===== config.mk =====
export PLATFORM = sky130hd
export DESIGN_NAME = axis_gain_sequencer
export DESIGN_NICKNAME = d
export VERILOG_FILES = /design/src/rtl/axis_gain_sequencer.sv
export SDC_FILE = /design/constraint.sdc
export NUM_CORES = 1
export LEC_CHECK = 0
export ABC_CLOCK_PERIOD_IN_PS = 3100
export CORE_MARGIN = 1
export CORE_UTILIZATION = 40
export CTS_BUF_LIST = sky130_fd_sc_hd__clkbuf_4 sky130_fd_sc_hd__clkbuf_8
export CTS_CLUSTER_SIZE = 25
export DETAILED_ROUTE_END_ITERATION = 8
export DONT_BUFFER_PORTS = 1
export GPL_TIMING_DRIVEN = 1
export PLACE_DENSITY_LB_ADDON = 0.08
export SLEW_MARGIN = 20
export SYNTH_ARGS = -nofsm -noshare
export SYNTH_HDL_FRONTEND = slang
export SYNTH_SLANG_ARGS = --single-unit

===== constraint.sdc =====
create_clock -name clk -period 3.1 [get_ports clk]
set_clock_uncertainty 0.05 [all_clocks]
set_input_delay 0.62 -clock clk [delete_from_list [all_inputs] [get_ports clk]]
set_output_delay 0.62 -clock clk [all_outputs]
set_load 0.03 [all_outputs]

===== src/rtl/axis_gain_sequencer.sv =====
// Gain sequencer for the stereo AXIS volume path: ramps the gain code one step per
// STEP_FRAMES stereo frames toward the switch target, with click-free mute/unmute.
module axis_gain_sequencer #(
    parameter int unsigned GAIN_WIDTH  = 4,
    parameter int unsigned STEP_FRAMES = 16
) (
    input  logic                  clk,
    input  logic                  rst_n,
    input  logic [GAIN_WIDTH-1:0] sw_target,
    input  logic                  mute_req,
    input  logic                  tap_valid,
    input  logic                  tap_ready,
    input  logic                  tap_last,
    output logic [GAIN_WIDTH-1:0] gain,
    output logic                  ramping,
    output logic                  muted,
    output logic                  step_pulse
);

    localparam int unsigned       CntWidth = $clog2(STEP_FRAMES + 1);
    localparam logic [CntWidth-1:0] CntLast = CntWidth'(STEP_FRAMES - 1);

    typedef enum logic [1:0] {StIdle, StRamp, StMuted} state_e;

    state_e                state;
    logic [GAIN_WIDTH-1:0] sw_meta, sw_s;
    logic                  mute_meta, mute_s;
    logic [CntWidth-1:0]   frame_cnt;
    logic [GAIN_WIDTH-1:0] tgt, gain_step;
    logic                  frame_end, step_now;

    // Board switches are asynchronous to clk.
    always_ff @(posedge clk or negedge rst_n) begin
        if (!rst_n) begin
            sw_meta   <= '0;
            sw_s      <= '0;
            mute_meta <= 1'b0;
            mute_s    <= 1'b0;
        end else begin
            sw_meta   <= sw_target;
            sw_s      <= sw_meta;
            mute_meta <= mute_req;
            mute_s    <= mute_meta;
        end
    end

    assign tgt       = mute_s ? '0 : sw_s;
    assign frame_end = tap_valid & tap_ready & tap_last;
    assign step_now  = frame_end && (frame_cnt == CntLast) && (gain != tgt);

    // Stepping only toward tgt keeps gain inside [0, tgt] or [tgt, max]: no wrap possible.
    assign gain_step = !step_now   ? gain :
                       (gain < tgt) ? gain + GAIN_WIDTH'(1) : gain - GAIN_WIDTH'(1);

    always_ff @(posedge clk or negedge rst_n) begin
        if (!rst_n) begin
            state      <= StIdle;
            gain       <= '0;
            frame_cnt  <= '0;
            ramping    <= 1'b0;
            muted      <= 1'b0;
            step_pulse <= 1'b0;
        end else begin
            step_pulse <= 1'b0;
            case (state)
                StIdle: begin
                    frame_cnt <= '0;
                    // mute_s alone also leaves IDLE so a muted-at-zero request lands in MUTED.
                    if (gain != tgt || mute_s) begin
                        state   <= StRamp;
                        ramping <= 1'b1;
                    end
                end
                StRamp: begin
                    gain       <= gain_step;
                    step_pulse <= step_now;
                    if (gain_step == tgt) begin
                        frame_cnt <= '0;
                        ramping   <= 1'b0;
                        if (mute_s) begin
                            state <= StMuted;
                            muted <= 1'b1;
                        end else begin
                            state <= StIdle;
                        end
                    end else if (step_now) begin
                        frame_cnt <= '0;
                    end else if (frame_end) begin
                        frame_cnt <= frame_cnt + CntWidth'(1);
                    end
                end
                StMuted: begin
                    if (!mute_s) begin
                        muted <= 1'b0;
                        if (sw_s != '0) begin
                            state   <= StRamp;
                            ramping <= 1'b1;
                        end else begin
                            state <= StIdle;
                        end
                    end
                end
                default: begin
                    state   <= StIdle;
                    ramping <= 1'b0;
                    muted   <= 1'b0;
                end
            endcase
        end
    end

endmodule


==> results of run 1 <==
[cell families (layout without fill, tap and decap cells)]
group	Yosys count	count (layout)	share of synthesized area (%)
simple gates	41	41	18.8
flops	24	24	44.4
xor+xnor	6	6	4.44
compound gates	35	35	19.2
fa+ha+maj	9	9	8.88
mux	2	2	1.48
buf+inv	10	34	2.78
[final cells by class]
cell class	instances	share of cell area, %
multi-input combinational	93	47.4
sequential	24	34.5
clock inverter	1	1.72
inverter	7	1.50
tap	44	3.15
timing repair buffer	23	10.5
clock buffer	3	1.29
[worst max-delay path, delay by kind of cell (launching register included)]
kind / cells / cell delay (ns)
adders and majority gates: 2 / 0.64
and+or+nand+nor: 4 / 0.49
AOI/OAI and AO/OA: 5 / 0.93
xor gates and xnor gates: 1 / 0.21
DFF: 1 / 0.44
buffers and inverters: 2 / 0.21
[power by group through the flow]
stage | combinational, mW | clock, mW | sequential (mW)
2_1_floorplan | 0.139 | 0 | 0.395
3_3_place_gp | 0.170 | 0 | 0.409
3_5_place_dp | 0.171 | 0 | 0.411
4_1_cts | 0.206 | 0.238 | 0.405
5_1_grt | 0.232 | 0.247 | 0.411
6_report | 0.211 | 0.227 | 0.405
[metrics by stage]
stage / hold slack [ns] / std cells / util [%] / worst slack (ns) / setup TNS, ns
after floorplan: 0.274 / 127 / - / 0.00883 / 0
after global placement: 0.275 / 188 / 50.8 / -0.0273 / -0.0401
after detailed placement: 0.275 / 188 / 50.8 / -0.112 / -0.455
after CTS: 0.241 / 194 / 55.2 / -0.0186 / -0.0826
after global routing: 0.228 / 195 / 55.8 / -0.158 / -1.21
final: 0.205 / 195 / 55.8 / 0.0154 / 0
[layout by cell type, fill, tap and decap left out, types with 2 or more instances in the layout]
cell type / count
nor3b_1: 2
o21ai_0: 4
and3b_1: 2
buf_4: 21
nand2_1: 5
o211ai_1: 2
o22ai_1: 3
nor2_1: 5
nand2_2: 2
o31ai_1: 2
inv_1: 6
ha_1: 5
dfrtp_1: 23
and3_1: 2
ha_4: 3
o21bai_1: 2
clkbuf_4: 3
nand3_1: 4
xnor2_1: 5
or3_1: 3
nor2b_1: 3
a21oi_1: 8
nand2b_1: 5
mux2i_1: 2
[timing repair]
action                     CTS  global route
hold endpoints to repair    24             0
pin swaps                    1             4
hold buffers                 1             0
gates resized for setup      8             3
buffers inserted             2             1
setup endpoints to repair    9             9
gates cloned                 0             0
[how the worst max path moves through the flow]
| stage | from | end | cells past startpoint |
|---|---|---|---|
| 6_report | mute_s | state[1] | 14 |
| 5_1_grt | mute_s | frame_cnt[1] | 14 |
| 4_1_cts | mute_s | muted | 14 |
| 3_5_place_dp | mute_s | state[1] | 14 |
| 3_3_place_gp | mute_s | state[1] | 13 |
| 2_1_floorplan | mute_s | state[1] | 14 |
[routing by layer]
metal | track usage (%) | wire (um) | up-vias
li1 | - | - | 514
met2 | 30.8 | 1380 | 26
met5 | 0 | 0 | -
met4 | 5.98 | 16 | 0
met1 | 26.8 | 1420 | 528
met3 | 2.60 | 106 | 2
[flip-flops by register name, indices dropped and copies added, names as in the netlist, 2 cells and up]
register	cells
state	2
frame_cnt	5
sw_s	4
sw_meta	4
gain	4
==> impl_metrics.toml, run 1 <==
[layout]
regArea_um2 = 602
fillers = 289
stdcell_area_um2 = 1750
syn2layout_area_growth_pct = 29.1
diodes = 0
drive_gt1_share_pct = 33.1
nets = 171
multiInputGateArea_um2 = 828

[timing]
fin_crit_ns = 3.08
worst_pin_slew_ns = 0.524
rsz0062_at_grt = "yes"
setup_viol = 0
fmax_mhz = 324
relSlewSlack_pct = 65.1
hold_viol_final = 0
drv_slew = 0
post-route-period-util_pct = 99.5

[route]
via_per_inst = 5.49
wirelength_um = 2920
first_iter_violations = 32
drc = 0
vias = 1070
wl_per_cell_um = 15.0
drt-pass1-iter-count = 4
detail-route-antenna-nets = 0

[power_and_ir_drop]
power.density_nw_per_um2 = 483
internal_power_mw = 0.579
switching_power_mw = 0.264
combinationalPowerShare_pct = 25.0
p_total_mw = 0.843
seqPwrFrac_pct = 48.1
swShare_pct = 31.4
leakagePower_nw = 0.750
p_clk_share_pct = 26.9
ir_drop_mv = 0.401

[logic_synthesis]
synthesis.area_um2 = 1350
synth.most_common_cell = "dfrtp_1"
ys_types = 41
synthArstFlopShare_pct = 100
netlist_instances = 127
synth_ff_type = "dfrtp_1"
synth_edf_count = 0
ys_ff_latch = 24
synth_top_area_share_pct = 44.4
synth-seq-area-share_pct = 44.4
syn-num-nets = 146
yosysTopAreaCell = "dfrtp_1"
yosys_warnings = 0
synthTopCellsByCount = "dfrtp_1, a21oi_1, ha_1"
synth_area_leaders = "dfrtp_1, ha_1, a21oi_1"
synth_area_per_cell_um2 = 10.6

[grt]
grt_pass1_wl_um = 5040
antenna_found_initial = 0
grt_overflow = 0
grt.total_usage_pct = 19.2
grt_pass1_vias = 1112
grt_max_degree = 25

[placed_design]
dpl_cell_area_um2 = 1590
io_buffers = 0
gp_congestion = 0.826
place_hpwl_um = 2110

[run]
drv_cap = 0

[setup_path]
critPathArrivalTime_ns = 3.25
end_kind = "register"
critPathMaxFanout = 9
reg2reg_to = "state[1]"
crit_path_cell_trace = "nand2b_4, ha_4, nor2b_1, o211ai_1, nand2_2, inv_2, fa_2, xor2_4, nor4b_2, a311o_1, o22ai_4, a211oi_4, buf_12, a31o_4"
critPathRequiredTime_ns = 3.26
reg2reg_setup_slack_ns = 0.02
cp-start-kind = "register"
r2r_cells = 14
crit_slowest_cell = "dfrtp_1"
max_stage_delay_ns = 0.44
critical_path_class = "reg2reg"
r2r-start = "mute_s"

[floorplan]
core_um2 = 3130
io_pins = 17
die_h_um = 60.2
fp-row-count = 20
die_area_um2 = 3620
start_util_pct = 43.2
fp.dieW_um = 60.2

[worst_hold_path]
hp-class = "in2async"

[clock_network]
cts.path.max_buffers = 2
numCtsBuffers = 3
clkLatencyLatePin_ns = 0.31
h-tree-depth = 1
cts_tree = "done"
cts.sinks = 24
clk_pin_slew_worst_paths_ns = 0.14
root_buffer = "clkbuf_4"

[run_status]
status = "complete, no violations"
Note: power is estimated with default switching activity, not from simulation.
==> run 2: changes to the inputs <==
BUFFER_PORTS_ARGS = -buffer_cell sky130_fd_sc_hd__buf_2   (was unset)
CAP_MARGIN = 20   (was unset)
CORE_UTILIZATION = 30   (was 40)
DONT_BUFFER_PORTS = unset   (was 1)
==> run 2 against run 1 <==
The flow now finishes with violations (negative setup slack). Combinational power rose by 23%. Sequential cell count unchanged. Via count grew 5.3%. Clock power is 22% higher. First-iteration DRC count down 13%. Utilization decreased by 13 points. Worst hold slack better by 0.065 ns. Power rose by 8.6%. Wire length grew 7.7%. Sequential power is 6.4% lower. Final area rose by 7.1%. Critical path type unchanged.
==> impl_metrics.toml, run 2 (same netlist as run 1, synthesis figures left out) <==
[layout]
stdcell_count = 219
syn2layout_area_growth_pct = 38.3
nets = 187
top_register = "frame_cnt"
drive_gt1_share_pct = 39.5
fillers = 425
regArea_um2 = 602
final_common_cell = "dfrtp_1"
diodes = 0
final_cell_mix = "dfrtp_1, buf_4, buf_2, a21oi_1, inv_1"
multiInputGateArea_um2 = 846
largest_register_ffs = 5

[power_and_ir_drop]
power.density_nw_per_um2 = 490
ir_drop_mv = 0.253
p_total_mw = 0.916
leakagePower_nw = 0.832

[placed_design]
place_hpwl_um = 2350
io_buffers = 16
dp.cells = 211
gp_congestion = 0.778

[floorplan]
core_um2 = 4350
die_h_um = 69.1
die_area_um2 = 4780
start_util_pct = 31.1
fp.dieW_um = 69.1
io_pins = 17
fp-row-count = 24

[timing]
setup_viol = 2
setup_ws_ns = -0.0205
fin_crit_ns = 3.12
post-route-period-util_pct = 101
rsz0062_at_grt = "yes"
fmax_mhz = 320
hold_viol_final = 0
worst_pin_slew_ns = 0.555
drv_slew = 0
relSlewSlack_pct = 63.0
fin_hold_ws_ns = 0.270

[worst_hold_path]
hp-class = "in2async"

[grt]
grt.total_usage_pct = 14.1
antenna_found_initial = 0
grt_overflow = 0
grt_pass1_vias = 1100
grt_max_degree = 25
grt_pass1_wl_um = 5350

[clock_network]
numCtsBuffers = 3
clk_pin_slew_worst_paths_ns = 0.10
cts.path.max_buffers = 2
clkLatencyLatePin_ns = 0.27
cts_hold_buf = 0
cts.sinks = 24
root_buffer = "clkbuf_8"
cts_tree = "done"
h-tree-depth = 1

[setup_path]
cp-startpoint = "mute_s"
critPathRequiredTime_ns = 3.22
reg2reg_to = "state[1]"
reg2reg_setup_slack_ns = -0.02
critPathMaxFanout = 6
r2r-start = "mute_s"
end_kind = "register"
cp-start-kind = "register"
critPathArrivalTime_ns = 3.24
r2r_cells = 14
critical_path_class = "reg2reg"

[route]
wirelength_um = 3150
wl_per_cell_um = 14.4
drt-pass1-iter-count = 4
detail-route-antenna-nets = 0
via_per_inst = 5.15
vias = 1127
first_iter_violations = 28
drc = 0

[run]
drv_cap = 0

[run_status]
status = "complete, but fails checks"
violations = "negative setup slack"
## run 2: power by group
| group | leakage (nW) | internal (mW) | switching [mW] |
|---|---|---|---|
| Clock | 0.0357 | 0.173 | 0.104 |
| Combinational | 0.505 | 0.115 | 0.145 |
| Sequential | 0.291 | 0.347 | 0.0323 |
## run 2: worst max-delay path by stage
stage / slack (ns) / cells past startpoint / end
6_report: -0.02 / 14 / state[1]
4_1_cts: -0.03 / 14 / frame_cnt[4]
3_5_place_dp: -0.06 / 14 / state[1]
3_3_place_gp: -0.05 / 13 / state[1]
5_1_grt: -0.18 / 14 / state[1]
2_1_floorplan: 0.009 / 14 / state[1]
## run 2: per-layer routing
metal / GRT usage, % / routed length [um]
met5: 0 / 0
met4: 3.63 / 37
met3: 3.65 / 135
met2: 22.1 / 1480
met1: 19.5 / 1500
## run 2: layout make-up
type	instances	area share, %
Inverter	7	1.40
Tap cell	52	3.48
Clock inverter	1	1.61
Sequential cell	24	32.2
Clock buffer	3	2.21
Timing Repair Buffer	39	13.9
Multi-Input combinational cell	93	45.2
## run 2: worst max-delay path, stage by stage, from the launching register on
cell,delay (ns)
dfrtp_1,0.42
nand2b_4,0.17
ha_4,0.26
nor2b_1,0.11
o211ai_1,0.13
nand2_2,0.14
inv_2,0.05
fa_2,0.37
xor2_4,0.22
nor4b_4,0.07
a311o_1,0.35
o22ai_4,0.22
a211oi_4,0.08
buf_6,0.15
a31o_4,0.22
## run 2: stage by stage
| step | TNS, ns | utilization [%] | instance area, um2 | setup WS, ns |
|---|---|---|---|---|
| global route | -1.31 | 43.0 | 1870 | -0.182 |
| CTS | -0.125 | 41.4 | 1800 | -0.0306 |
| detailed placement | -0.190 | 38.4 | 1670 | -0.0634 |
| global placement | -0.0937 | 38.4 | 1670 | -0.0468 |
| finish | -0.0276 | 43.0 | 1870 | -0.0205 |
| floorplan | 0 | - | 1410 | 0.00883 |
## run 2: timing repair
item                       CTS  global route
setup buffers                2             1
cloned                       1             0
pin swaps                    0             3
resized for setup            5            11
setup endpoints to repair    9             9
==> run 3: changes to the inputs <==
CELL_PAD_IN_SITES_DETAIL_PLACEMENT = 1   (was unset)
CELL_PAD_IN_SITES_GLOBAL_PLACEMENT = 1   (was unset)
GPL_ROUTABILITY_DRIVEN = 0   (was unset)
MAX_ROUTING_LAYER = met4   (was unset)
==> run 3 against run 2 <==
The flow still finishes with violations (negative setup slack). Wire length is 15% higher. Combinational power grew 7.7%. Count of clock-buffer cells in the layout increased by 1. Via count increased by 2.5%. Largest power group unchanged. Final area is 3.7% higher. Utilization grew 1.6 points. Worst hold slack improved by 0.013 ns. Register-to-register slack got worse by 0.04 ns. Critical path type unchanged. Clock power shrank 20%. First-iteration DRC count is 64% higher.
==> impl_metrics.toml, run 3 (same netlist as run 1, synthesis figures left out) <==
[placed_design]
dpl_cell_area_um2 = 1700
place_hpwl_um = 2580
dp.cells = 215
io_buffers = 16

[grt]
grt.total_usage_pct = 16.5
grt_pass1_vias = 1204
grt_overflow = 0
grt_max_degree = 25
antenna_found_initial = 0
grt_pass1_wl_um = 6110

[run_status]
status = "complete, but fails checks"
violations = "negative setup slack"

[layout]
top_register = "frame_cnt"
largest_register_ffs = 5
stdcell_area_um2 = 1940
final_cell_mix = "buf_4, dfrtp_1, buf_2, a21oi_1, inv_1"
nets = 193
drive_gt1_share_pct = 46.8
diodes = 0
syn2layout_area_growth_pct = 43.5
final_common_cell = "buf_4"
stdcell_count = 225

[clock_network]
h-tree-depth = 1
clk_pin_slew_worst_paths_ns = 0.09
cts_tree = "done"
numCtsBuffers = 3
cts.path.max_buffers = 2
root_buffer = "clkbuf_8"
cts.sinks = 24
clkLatencyLatePin_ns = 0.27

[route]
first_iter_violations = 46
via_per_inst = 5.13
wirelength_um = 3610
vias = 1155
drc = 0
drt-pass1-iter-count = 4
wl_per_cell_um = 16.0
detail-route-antenna-nets = 0

[timing]
setup_viol = 7
tns_ns = -0.217
worst_pin_slew_ns = 0.565
fin_crit_ns = 3.16
drv_slew = 0
fmax_mhz = 317
rsz0062_at_grt = "yes"
setup_ws_ns = -0.0582
relSlewSlack_pct = 62.3
hold_viol_final = 0
post-route-period-util_pct = 102

[power_and_ir_drop]
power.density_nw_per_um2 = 454
leakagePower_nw = 0.860
p_total_mw = 0.880
ir_drop_mv = 0.245

[setup_path]
critPathMaxFanout = 6
reg2reg_setup_slack_ns = -0.06
critical_path_class = "reg2reg"
end_kind = "register"
cp-start-kind = "register"
critPathArrivalTime_ns = 3.27
critPathRequiredTime_ns = 3.21
r2r-start = "mute_s"
cp-startpoint = "mute_s"

[floorplan]
io_pins = 17
fp.dieW_um = 69.1
die_h_um = 69.1
start_util_pct = 31.1
core_um2 = 4350
die_area_um2 = 4780
fp-row-count = 24

[run]
drv_cap = 0

[worst_hold_path]
hp-class = "in2async"
-- run 3: changes by cell type in the layout (fill, tap and decap cells not counted), moves of 2 or more --
cell     delta
o22ai_2     +2
buf_4       +5
nor2b_1     -2
o22ai_1     -2
ha_1        -2
-- run 3: area by class of cell --
type / count / area [um2]
clock buffer: 4 / 55.1
multi-input combinational: 93 / 883
fill: 480 / 2410
sequential: 24 / 602
timing repair buffer: 45 / 309
tap: 52 / 65.1
inverter: 7 / 26.3
-- run 3: path summary, 6_finish.rpt --
path                                end  cells past startpoint
setup / recovery           frame_cnt[1]                     16
hold / removal                  gain[3]                      1
setup reg to reg           frame_cnt[1]                     16
hold reg to reg                 sw_s[0]                      0
max in group asynchronous       gain[0]                      1
min in group clk                sw_s[0]                      0
-- run 3: per-stage QoR --
stage | worst slack, ns | hold slack [ns] | util [%]
2_1_floorplan | 0.00883 | 0.274 | -
3_3_place_gp | -0.0622 | 0.283 | 39.1
3_5_place_dp | -0.178 | 0.286 | 39.1
4_1_cts | -0.0491 | 0.304 | 42.8
5_1_grt | -0.215 | 0.317 | 44.6
6_report | -0.0582 | 0.283 | 44.6
-- run 3: where the power goes --
part | leakage, nW | total (mW) | internal [mW] | switching (mW)
Combinational | 0.541 | 0.280 | 0.129 | 0.150
Sequential | 0.291 | 0.380 | 0.347 | 0.0335
Clock | 0.0288 | 0.220 | 0.113 | 0.107
-- run 3: routing by layer --
metal	share of wire, %	vias to the layer above	wire length, um	GRT usage, %
met5	0	-	0	-
met4	0.53	0	19	2.72
met3	1.8	2	66	2.49
met2	50	14	1820	27.0
met1	47	585	1710	22.2
li1	-	554	-	-
-- run 3: timing repair --
| item | 4_1_cts | 5_1_grt |
|---|---|---|
| pin swaps | 5 | 7 |
| endpoints found under the hold margin | 0 | 0 |
| endpoints found under the setup margin | 9 | 9 |
| hold buffers | 0 | 0 |
| gates resized for setup | 12 | 14 |
| gates cloned | 1 | 0 |
| buffers inserted | 5 | 0 |
-- run 3: worst max-delay path, stage by stage, from the launching register on --
cell and delay, ns:
dfrtp_1 0.43, nand2b_4 0.17, ha_4 0.27, nor2b_4 0.12
o211ai_1 0.14, nand2_2 0.13, inv_2 0.05, fa_2 0.38
xor2_4 0.21, buf_4 0.14, mux2i_1 0.11, nor2_1 0.17
o22ai_4 0.11, buf_6 0.14, o41ai_2 0.19, buf_4 0.18
o32ai_1 0.07
